$ cat src/rtl/seg_scan_ctrl.sv
// Time-multiplexed scan controller for a 4-digit common-anode 7-segment display.
// Drives one shared BCD decoder, with guard time between digits, leading-zero
// blanking, and a double-buffered load path that commits only at frame boundaries.
module seg_scan_ctrl #(
   parameter int unsigned SLOT_CYC  = 100_000,
   parameter int unsigned GUARD_CYC = 1_000,
   parameter bit          BLANK_LZ  = 1'b1
) (
   input  logic        clk,
   input  logic        rst,
   input  logic        load,
   input  logic [15:0] digits_in,
   input  logic [3:0]  dp_in,
   output logic        ack,
   output logic        busy,
   output logic [3:0]  bcd_out,
   output logic [3:0]  an_n,
   output logic        dp_n
);

   localparam int unsigned CNT_W = (SLOT_CYC > 1) ? $clog2(SLOT_CYC) : 1;

   typedef enum logic {
      GUARD = 1'b0,
      SHOW  = 1'b1
   } state_t;

   state_t             state_q, state_d;
   logic [CNT_W-1:0]   cnt_q, cnt_d;
   logic [1:0]         idx_q, idx_d;
   logic [15:0]        disp_q, disp_d;
   logic [3:0]         dpr_q, dpr_d;
   logic [15:0]        pend_q, pend_d;
   logic [3:0]         pend_dp_q, pend_dp_d;
   logic               busy_d, ack_d, dp_n_d;
   logic [3:0]         bcd_d, an_n_d;
   logic               slot_end, frame_end;

   // A digit is dark if its code is not decimal, or if it is a leading zero.
   function automatic logic digit_blanked(input logic [15:0] val, input logic [1:0] k);
      logic res;
      res = (val[{k, 2'b00} +: 4] > 4'd9);
      if (BLANK_LZ) begin
         unique case (k)
            2'd3:    res = res | (val[15:12] == 4'd0);
            2'd2:    res = res | (val[15:8]  == 8'd0);
            2'd1:    res = res | (val[15:4]  == 12'd0);
            default: res = res;
         endcase
      end
      return res;
   endfunction

   // State and output registers; every output is taken straight from a flop.
   always_ff @(posedge clk) begin
      if (rst) begin
         state_q   <= GUARD;
         cnt_q     <= '0;
         idx_q     <= 2'd0;
         disp_q    <= 16'd0;
         dpr_q     <= 4'd0;
         pend_q    <= 16'd0;
         pend_dp_q <= 4'd0;
         busy      <= 1'b0;
         ack       <= 1'b0;
         bcd_out   <= 4'd0;
         an_n      <= 4'hF;
         dp_n      <= 1'b1;
      end else begin
         state_q   <= state_d;
         cnt_q     <= cnt_d;
         idx_q     <= idx_d;
         disp_q    <= disp_d;
         dpr_q     <= dpr_d;
         pend_q    <= pend_d;
         pend_dp_q <= pend_dp_d;
         busy      <= busy_d;
         ack       <= ack_d;
         bcd_out   <= bcd_d;
         an_n      <= an_n_d;
         dp_n      <= dp_n_d;
      end
   end

   // Next-state: slot timing, load/commit handshake, and outputs for the coming cycle.
   always_comb begin
      state_d   = state_q;
      cnt_d     = cnt_q;
      idx_d     = idx_q;
      disp_d    = disp_q;
      dpr_d     = dpr_q;
      pend_d    = pend_q;
      pend_dp_d = pend_dp_q;
      busy_d    = busy;
      ack_d     = 1'b0;
      bcd_d     = bcd_out;
      an_n_d    = 4'hF;
      dp_n_d    = 1'b1;

      slot_end  = (cnt_q == CNT_W'(SLOT_CYC - 1));
      frame_end = slot_end && (idx_q == 2'd3);

      cnt_d = slot_end ? '0 : cnt_q + CNT_W'(1);
      idx_d = slot_end ? idx_q + 2'd1 : idx_q;

      // Commit uses the old pending value; a simultaneous load refills pending.
      if (frame_end && busy) begin
         disp_d = pend_q;
         dpr_d  = pend_dp_q;
         ack_d  = 1'b1;
         busy_d = 1'b0;
      end
      if (load) begin
         pend_d    = digits_in;
         pend_dp_d = dp_in;
         busy_d    = 1'b1;
      end

      unique case (state_q)
         GUARD: if (cnt_d >= CNT_W'(GUARD_CYC)) state_d = SHOW;
         SHOW:  if (slot_end && (GUARD_CYC != 0)) state_d = GUARD;
         default: state_d = GUARD;
      endcase

      // New code presented at slot start so the decoder settles during guard time.
      if (slot_end) bcd_d = disp_d[{idx_d, 2'b00} +: 4];

      if (state_d == SHOW && !digit_blanked(disp_d, idx_d)) begin
         an_n_d = ~(4'b0001 << idx_d);
         dp_n_d = ~dpr_d[idx_d];
      end
   end

endmodule

$ cat config.mk
export PLATFORM = sky130hd
export DESIGN_NAME = seg_scan_ctrl
export DESIGN_NICKNAME = d
export VERILOG_FILES = /design/src/rtl/seg_scan_ctrl.sv
export SDC_FILE = /design/constraint.sdc
export NUM_CORES = 1
export LEC_CHECK = 0
export ABC_AREA = 1
export BUFFER_PORTS_ARGS = -buffer_cell sky130_fd_sc_hd__buf_2
export CAP_MARGIN = 10
export CORE_ASPECT_RATIO = 1.2
export CORE_MARGIN = 3
export CORE_UTILIZATION = 63
export DETAILED_ROUTE_END_ITERATION = 12
export MAX_ROUTING_LAYER = met4
export PLACE_DENSITY = 0.84
export SLEW_MARGIN = 25
export SYNTH_ARGS = -nofsm -noshare
export SYNTH_HDL_FRONTEND = slang
export SYNTH_SLANG_ARGS = --single-unit
$ cat constraint.sdc
create_clock -name clk -period 6 [get_ports clk]
set_clock_uncertainty 0.1 [all_clocks]
set_input_delay 0.3 -clock clk [delete_from_list [all_inputs] [get_ports clk]]
set_output_delay 0.3 -clock clk [all_outputs]
set_load 0.02 [all_outputs]
==> flow_metrics.tcl, run 1 <==
set metrics [dict create \
    vias_per_cell 5.47 \
    clock_path_buffers 2 \
    worst_path_most_repeated_cell "nand2_1" \
    crit_type "reg2reg" \
    port_buffers 33 \
    routed_wl_um 7560 \
    post_drt_wl_per_cell_um 13.9 \
    synth_edf_count 0 \
    start_util_pct 66.5 \
    hold-worst-slack_ns 0.0760 \
    clk_latency_ns 0.34 \
    cts_setup_buffers 0 \
    ys_seq_area_share_pct 42.4 \
    fin_crit_sh_pct 41.2 \
    syn_area_um2 3360 \
    syn_to_final_growth_pct 10.5 \
    p_sw_w 0.000200 \
    antenna_found_initial 0 \
    final_core_util_pct 73.5 \
    ys_types 38 \
    cts-root-buf "clkbuf_8" \
    hold_buffers 0 \
    holdPathStages 3 \
    ios 34 \
    core_um2 5040 \
    fill_cells 405 \
    hold_path_class "in2reg" \
    finalCriticalPeriod_ns 2.47 \
    ir_drop_mv 0.201 \
    cp-start-kind "flip-flop" \
    synth.avg_cell_area_um2 7.44 \
    syn-instance-count 451 \
    fmaxAchievable_mhz 405 \
    combPwrFrac_pct 3.9 \
    ys_seq_elements 71 \
    htreeDepth 3 \
    synth_area_leader_cell "dfxtp_1" \
    grt_max_degree 44 \
    grt_pass1_wl_um 13100 \
    yosysMostFrequentCell "nor2_1" \
    tritoncts "done" \
    ys_async_sr_fraction_pct 0 \
    slowest_delay_ns 0.36 \
    total_power_w 0.000899 \
    powerDensity_nw_per_um2 242 \
    rsz0062_at_grt "false" \
    synth_top_cells_by_count "nor2_1, nand2_1, dfxtp_1" \
    r2r_cells 17 \
    overflow 0 \
    critPathRequiredTime_ns 6.12 \
    cp_slowest_cell "dfxtp_1" \
    max-slew-margin-rel_pct 45.7 \
    numCtsBuffers 9 \
    slew_violations 0 \
    vias 2979 \
    gp_congestion 0.959 \
    p_leak_nw 1.64 \
    clkSlewWorstSetupHoldPaths_ns 0.07 \
    finalHoldViolations 0 \
    nets 510 \
    ys.flop_type "dfxtp_1" \
    die_y_um 86.0 \
    rows 28 \
    first_pass_iters 4 \
    grt_pass1_vias 2987 \
    setup_violations 0 \
    clkPwrFrac_pct 41.6 \
    n_antenna_cell 0 \
    final_antenna_net_count 0 \
    drtIter0Drc 193 \
    max-cap-violations 0 \
    worstPathArrival_ns 2.59 \
    hpwl_um 5530 \
    seqPwrFrac_pct 54.5 \
    status "completed" \
    drc_errors 0 \
    multi_input_area_um2 1660 \
    seq_area_um2 1420 \
    drive_above_1_share_pct 17.1 \
    synth_top_cell_area_share_pct 42.4 \
    die-width_um 72.6 \
    swShare_pct 22.2 \
    dieArea_um2 6240 \
    synth_warnings 0 \
    path_max_fanout 9 \
    fin_setup_tns_ns 0 \
    clock-sinks 71 \
    syn-num-nets 481 \
    worstPathCellList "ha_1 -> nand3_4 -> clkinv_4 -> nand3_4 -> nor2_8 -> nor2_1 -> nor2_4 -> inv_2 -> ha_1 -> inv_1 -> nor2_1 -> nand3_1 -> nand2_1 -> nand2_1 -> nand2_1 -> nand2_2 -> nand3_1" \
    post_cts_resized 0 \
    critical_path.endpoint_type "flip-flop" \
    synth_area_leaders "dfxtp_1, nor2_1, nand2_1" \
    worstMarginPinSlew_ns 0.814 \
    internal-power_w 0.000699 \
    grt_usage_pct 27.5 \
]
[metrics by stage]
stage                     instances  instance area (um^2)  setup WS, ns
after global routing            545                  3710          3.30
final                           545                  3710          3.53
after floorplan                 451                  3360          3.82
after global placement          529                  3520          3.66
after CTS                       545                  3710          3.53
after detailed placement        529                  3520          3.54
[registers in the layout, indices dropped and copies added (netlist names)]
register   flops
cnt_q         17
disp_q        16
pend_q        16
an_n           4
bcd_out        4
dpr_q          4
pend_dp_q      4
idx_q          2
ack            1
busy           1
dp_n           1
state_q        1
[worst max-delay path, delay by kind of cell, from the launching register on]
family	cells	cell delay (ns)
buffers and inverters	3	0.29
flip-flops	1	0.36
adder cells (fa/ha/maj)	2	0.46
AND/OR/NAND/NOR	12	1.13
[path summary, 6_finish.rpt]
kind	start	to	slack (ns)
setup reg to reg	cnt_q[0]	an_n[3]	3.53
hold reg to reg	cnt_q[0]	cnt_q[0]	0.36
hold / removal	dp_in[0]	pend_dp_q[0]	0.08
setup / recovery	cnt_q[0]	an_n[3]	3.53
[cell usage in the layout, fill, tap and decap left out, drive strengths merged]
| cell | n |
|---|---|
| a21oi | 16 |
| a22o | 1 |
| nor3 | 4 |
| mux2i | 4 |
| or2 | 2 |
| buf | 33 |
| dfxtp | 71 |
| a31oi | 1 |
| clkinv | 3 |
| nand2 | 85 |
| and2 | 1 |
| clkbuf | 13 |
| nor2 | 91 |
| ha | 7 |
| xnor2 | 1 |
| nand3 | 49 |
| xor2 | 8 |
| nand4 | 10 |
| o21ai | 30 |
| bufinv | 1 |
| inv | 49 |
| o21bai | 2 |
| clkinvlp | 1 |
| o211ai | 2 |
[cell families (layout without fill, tap and decap cells)]
logic type	Yosys count	after routing	synth area share, %
and+or+nand+nor	242	242	34.6
buffers and inverters	66	100	8.24
DFF	71	71	42.4
adders and majority gates	7	7	2.61
xor gates and xnor gates	9	9	2.35
AOI/OAI and AO/OA	52	52	8.65
muxes	4	4	1.19
[cell type report]
class,count,share of cell area (%)
Timing Repair Buffer,33,4.45
Sequential cell,71,38.3
Clock buffer,13,4.02
Inverter,51,5.30
Multi-Input combinational cell,314,44.7
Tap cell,60,2.02
Clock inverter,3,1.15
[power by group through the flow]
stage / combinational (W) / clock, W / sequential (W)
6_report: 0.0000348 / 0.000374 / 0.000490
5_1_grt: 0.0000412 / 0.000402 / 0.000491
4_1_cts: 0.0000352 / 0.000378 / 0.000490
3_5_place_dp: 0.0000348 / 0 / 0.000501
3_3_place_gp: 0.0000340 / 0 / 0.000500
2_1_floorplan: 0.0000243 / 0 / 0.000498
[metal layers]
metal	global-route usage, %	vias up	routed length, um
met5	-	-	0
met1	30.2	1366	3080
met3	5.39	33	246
met2	46.6	69	3940
li1	-	1511	-
met4	14.3	0	301
(Power assumes the default switching activity.)
==> run 2, diff against run 1 <==
Settings changed: ABC_AREA 1 to 0, CORE_UTILIZATION 63 to 53, PLACE_DENSITY 0.84 to 0.76.
Clock period 6 ns to 2.2 ns, I/O delays scaled along.
==> run 2 against run 1 <==
Area after synthesis rose by 1.2%. Clock power rose to 2.8 times the previous value. The run now ends with negative setup slack left. Critical endpoint is now an_n[1]. Combinational power rose to 4.3 times the previous value. Critical path depth fell by 7.
==> flow_metrics.tcl, run 2 <==
set metrics [dict create \
    nets 511 \
    holdPathStages 4 \
    grt_pass1_vias 3173 \
    port_buffers 33 \
    timing.final.ws_setup_ns -0.277 \
    fin_area_um2 4660 \
    clk_latency_ns 0.35 \
    synth_top_cells_by_count "dfxtp_1, nor2_1, mux2i_1" \
    critical_path.endpoint_type "flip-flop" \
    synth_compound_area_share_pct 9.84 \
    fmaxAchievable_mhz 404 \
    slew_violations 0 \
    synth_xor_area_share_pct 4.94 \
    final_common_cell "buf_4" \
    final_core_util_pct 76.1 \
    gp_congestion 0.951 \
    powerDensity_nw_per_um2 546 \
    r2r-start "cnt_q[0]" \
    yosysMostFrequentCell "dfxtp_1" \
    drtIter0Drc 315 \
    synth_area_leader_cell "dfxtp_1" \
    numCtsBuffers 9 \
    top_regs "cnt_q x17, disp_q x16, pend_q x16" \
    yosys.area_share.simple_pct 24.5 \
    dieArea_um2 7410 \
    total_power_w 0.00255 \
    cts-root-buf "clkbuf_8" \
    ys_seq_area_share_pct 41.9 \
    vias_per_cell 5.70 \
    synthAdderAreaFrac_pct 2.58 \
    final_cell_mix "buf_4, dfxtp_1, nor2_1, buf_2, mux2i_1" \
    critPathRequiredTime_ns 2.32 \
    max-cap-violations 0 \
    dpl.cell_count 525 \
    final_antenna_net_count 0 \
    hp-start "rst" \
    n_antenna_cell 0 \
    core_um2 6130 \
    hold_end "cnt_q[0]" \
    clock-sinks 71 \
    vias 3236 \
    die-width_um 79.1 \
    top_register "cnt_q" \
    synthMuxAreaShare_pct 10.6 \
    cp_slowest_cell "dfxtp_2" \
    grt_max_degree 52 \
    r2r_slack_ns -0.28 \
    p_leak_nw 1.91 \
    max-slew-margin-rel_pct 59.5 \
    hold_path_class "in2reg" \
    syn_to_final_growth_pct 37.3 \
    worstPathArrival_ns 2.60 \
    ys_seq_elements 71 \
    antenna_found_initial 0 \
    status "finished with violations" \
    routed_wl_um 9870 \
    ys.flop_type "dfxtp_1" \
    synth.avg_cell_area_um2 9.20 \
    grt_pass1_wl_um 15100 \
    first_pass_iters 5 \
    grt_usage_pct 27.4 \
    syn-num-nets 399 \
    r2r_cells 10 \
    clock_path_buffers 2 \
    drive_above_1_share_pct 34.4 \
    violations "negative setup slack" \
    path_max_fanout 5 \
    hpwl_um 5990 \
    rsz0062_at_grt "true" \
    crit_type "reg2reg" \
    tritoncts "done" \
    syn_area_um2 3400 \
    synth_top_cell_area_share_pct 41.9 \
    cp-start-kind "flip-flop" \
    worstMarginPinSlew_ns 0.608 \
    drc_errors 0 \
    start_util_pct 55.4 \
    detailedPlace.worstSlack_ns -0.269 \
    setup_violations 10 \
    overflow 0 \
    synth_warnings 0 \
    ys_types 59 \
    finalCriticalPeriod_ns 2.48 \
    slowest_delay_ns 0.36 \
    largest_reg_flops 17 \
    syn-instance-count 369 \
    synth_top_family_by_area "simple AND/OR/NAND/NOR gates" \
    ios 34 \
    ir_drop_mv 0.404 \
    finalHoldViolations 0 \
    worstPathCellList "ha_4 -> and4_4 -> nand4_1 -> buf_6 -> xnor2_4 -> buf_4 -> nand4_1 -> and4_4 -> o22ai_4 -> nand3_1" \
    r2r-end "an_n[1]" \
    synth_edf_count 0 \
    ys_async_sr_fraction_pct 0 \
    die_y_um 93.7 \
    fin_cells 568 \
    dpl_cell_area_um2 4070 \
    post_drt_wl_per_cell_um 17.4 \
    htreeDepth 3 \
    synth_area_leaders "dfxtp_1, mux2i_1, nor2_1" \
    fin_crit_sh_pct 113 \
    rows 31 \
    clkSlewWorstSetupHoldPaths_ns 0.08 \
]
## run 2: cell count changes in the layout (fill, tap and decap cells not counted), sizes merged, moves of 10 or more
cell / previous run / this run
mux2i: 4 / 31
o21ai: 30 / 14
buf: 33 / 108
nor4: 0 / 10
dlygate4sd3: 0 / 20
nand2: 85 / 18
inv: 49 / 10
nand3: 49 / 21
xnor2: 1 / 11
nor2: 91 / 61
## run 2: critical path: cells and delay by family, from the launching register on
| kind | cells | cell delay, ns |
|---|---|---|
| simple gates | 5 | 0.84 |
| buf+inv | 2 | 0.39 |
| flops | 1 | 0.36 |
| xor+xnor | 1 | 0.29 |
| compound gates | 1 | 0.23 |
| fa+ha+maj | 1 | 0.15 |
## run 2: cell type report
cell class / count / area, um^2
Tap cell: 82 / 103
Clock inverter: 7 / 78.8
Multi-Input combinational cell: 263 / 1940
Inverter: 8 / 37.5
Sequential cell: 71 / 1430
Timing Repair Buffer: 128 / 952
Fill cell: 415 / 1470
Clock buffer: 9 / 124
## run 2: logic make-up after synthesis
group | after synthesis
AO/OA/AOI/OAI | 48
flip-flops | 71
multiplexers | 34
AND/OR/NAND/NOR | 156
XOR/XNOR | 17
buffers and inverters | 36
adder cells (fa/ha/maj) | 7
## run 2: worst max path at each step
stage                          to  slack [ns]  startpoint  cells past startpoint
after floorplan              dp_n       -0.21    cnt_q[0]                     10
after global placement       dp_n       -0.20    cnt_q[1]                      8
after detailed placement  an_n[1]       -0.27    cnt_q[1]                      8
after CTS                 an_n[1]       -0.19    cnt_q[0]                     11
after global routing      an_n[3]       -0.38    cnt_q[0]                     10
final                     an_n[1]       -0.28    cnt_q[0]                     10
## run 2: through the flow
stage	setup TNS [ns]	hold WS (ns)
after floorplan	-1.13	0.157
after global routing	-3.20	0.249
after global placement	-1.22	0.243
after detailed placement	-1.65	0.252
after CTS	-1.13	0.202
final	-2.00	0.211
## run 2: what timing repair did
action,CTS,global route
pin swaps,12,8
hold buffers,20,0
buffers inserted,3,3
endpoints found under the hold margin,20,0
setup endpoints to repair,10,12
gates cloned,1,0
gates resized for setup,12,17
## run 2: power breakdown
part	internal (W)	total [W]	switching (W)
registers	0.00131	0.00134	0.0000269
logic	0.0000806	0.000150	0.0000698
clock network	0.000534	0.00106	0.000522
## run 2: per-layer routing
metal  wire, um  GRT usage, %
met5          0             -
met1       3740          28.4
met4        477          18.9
met3        541          6.43
met2       5110          45.9
==> run 3, diff against run 2 <==
Settings changed: ABC_AREA 0 to 1, CORE_MARGIN 3 to 8, CORE_UTILIZATION 53 to 58, PLACE_DENSITY 0.76 to 0.79.
Clock period 2.2 ns to 2.58 ns, I/O delays scaled along.
==> run 3 against run 2 <==
The run now ends clean. Flip-flop and latch count unchanged. Combinational power fell by 29%. Fmax rose by 6.5%. Final cell count up 1.9%. First-iteration DRC count shrank 75%. Non-clock buffer count shrank 65. Setup slack improved by 0.53 ns. Via count down 6.6%. Final area decreased by 12%. Sequential share of layout area rose by 4.2 points.
==> flow_metrics.tcl, run 3 (same netlist as run 1, synthesis figures left out) <==
set metrics [dict create \
    combPwrFrac_pct 4.4 \
    p_leak_nw 1.82 \
    worst_path_most_repeated_cell "nand2_1" \
    rsz0062_at_grt "false" \
    fin_setup_tns_ns 0 \
    routed_wl_um 8060 \
    drive_above_1_share_pct 19.0 \
    ir_drop_mv 0.436 \
    clock-sinks 71 \
    cp_slowest_cell "dfxtp_1" \
    first_pass_iters 5 \
    syn_to_final_growth_pct 21.8 \
    grt_max_degree 30 \
    drc_errors 0 \
    fin_crit_sh_pct 90.2 \
    core_um2 5630 \
    grt_pass1_vias 3124 \
    fin_area_um2 4090 \
    p_sw_w 0.000491 \
    holdPathStages 3 \
    max-cap-violations 0 \
    ios 34 \
    numCtsBuffers 9 \
    fill_cells 457 \
    finalCriticalPeriod_ns 2.33 \
    cp-start-kind "flip-flop" \
    status "completed" \
    max-slew-margin-rel_pct 49.3 \
    crit_cells 17 \
    grt_pass1_wl_um 13900 \
    n_antenna_cell 0 \
    clkPwrFrac_pct 49.3 \
    setup_violations 0 \
    grt_usage_pct 21.1 \
    worstMarginPinSlew_ns 0.760 \
    crit_buf_inv 3 \
    fmaxAchievable_mhz 430 \
    port_buffers 33 \
    nets 540 \
    cts-root-buf "clkbuf_8" \
    hpwl_um 5730 \
    finalHoldViolations 0 \
    final_common_cell "nor2_1" \
    largest_reg_flops 17 \
    crit_type "reg2reg" \
    slowest_delay_ns 0.36 \
    internal-power_w 0.00197 \
    r2r_cells 17 \
    drtIter0Drc 79 \
    tritoncts "done" \
    start_util_pct 59.6 \
    worstPathCellList "ha_2 -> nand3_4 -> clkinv_4 -> nand3_4 -> nor2_8 -> nor2_1 -> nor2_4 -> inv_2 -> ha_1 -> inv_1 -> nor2_1 -> nand3_1 -> nand2_1 -> nand2_1 -> nand2_1 -> nand2_2 -> nand3_1" \
    die-width_um 85.4 \
    final_antenna_net_count 0 \
    path_max_fanout 9 \
    clk_latency_ns 0.35 \
    worstPathArrival_ns 2.46 \
    htreeDepth 3 \
    slew_violations 0 \
    clock_path_buffers 2 \
    clkSlewWorstSetupHoldPaths_ns 0.07 \
    rows 30 \
    top_regs "cnt_q x17, disp_q x16, pend_q x16" \
    overflow 0 \
    final_cell_mix "nor2_1, nand2_1, dfxtp_1, nand3_1, inv_1" \
    post_drt_wl_per_cell_um 13.9 \
    path_delay_family "simple AND/OR/NAND/NOR gates" \
    die_y_um 99.3 \
    hold_path_class "in2reg" \
    antenna_found_initial 0 \
    gp_congestion 0.920 \
    top_register "cnt_q" \
    critical_path.endpoint_type "flip-flop" \
    seqPwrFrac_pct 46.3 \
    vias_per_cell 5.22 \
    powerDensity_nw_per_um2 601 \
    dieArea_um2 8490 \
    vias 3023 \
    dpl_cell_area_um2 3540 \
    swShare_pct 20.0 \
    critPathRequiredTime_ns 2.71 \
]
## run 3: changes by cell type in the layout (fill, tap and decap cells not counted), moves of 23 or more
cell     previous run  this run
buf_4              71        10
inv_1               6        39
mux2i_1            30         4
nand2_1            15        78
nand3_1            19        43
nor2_1             59        84
o21ai_0             2        25
## run 3: worst paths after layout
kind,startpoint,to,slack (ns)
setup reg to reg,cnt_q[0],dp_n,0.25
hold reg to reg,cnt_q[0],cnt_q[0],0.35
hold / removal,load,pend_dp_q[3],0.1
setup / recovery,cnt_q[0],dp_n,0.25
## run 3: layout make-up
type	instances	area [um^2]	area share [%]
inverters	51	199	4.87
clock buffers	11	151	3.70
well taps	64	80.1	1.96
flip-flops and latches	71	1420	34.8
repair buffers	63	440	10.8
multi-input cells	314	1670	40.8
clock inverters	5	128	3.12
## run 3: power by group through the flow
stage	clock, W	sequential (W)	combinational [W]
floorplan	0	0.00116	0.0000566
global placement	0	0.00116	0.0000791
detailed placement	0	0.00116	0.0000818
CTS	0.00123	0.00114	0.000105
global route	0.00128	0.00114	0.000121
finish	0.00121	0.00114	0.000107
## run 3: per-layer routing
layer	up-vias	part of all wire, %	global-route usage (%)
li1	1567	-	-
met1	1384	41	21.3
met2	52	53	37.4
met3	20	2.8	4.62
met4	0	2.6	10.7
met5	-	0	-
## run 3: what timing repair did
action	4_1_cts	5_1_grt
hold buffers	20	0
hold endpoints to repair	20	0
buffers inserted	0	7
resized for setup	0	5
setup endpoints to repair	0	5
## run 3: worst min-delay path: stages
cell	delay [ns]
buf_2	0.20
o21ai_0	0.10
nor2_1	0.07
## run 3: stage by stage
stage	total power [W]	setup slack, ns	hold WS, ns	util, %	instances
after floorplan	0.00121	0.398	0.164	-	451
after global placement	0.00124	0.216	0.250	62.9	536
after detailed placement	0.00125	0.138	0.256	62.9	536
after CTS	0.00247	0.114	0.0881	71.4	572
after global routing	0.00254	0.0146	0.121	72.6	579
final	0.00246	0.253	0.0984	72.6	579
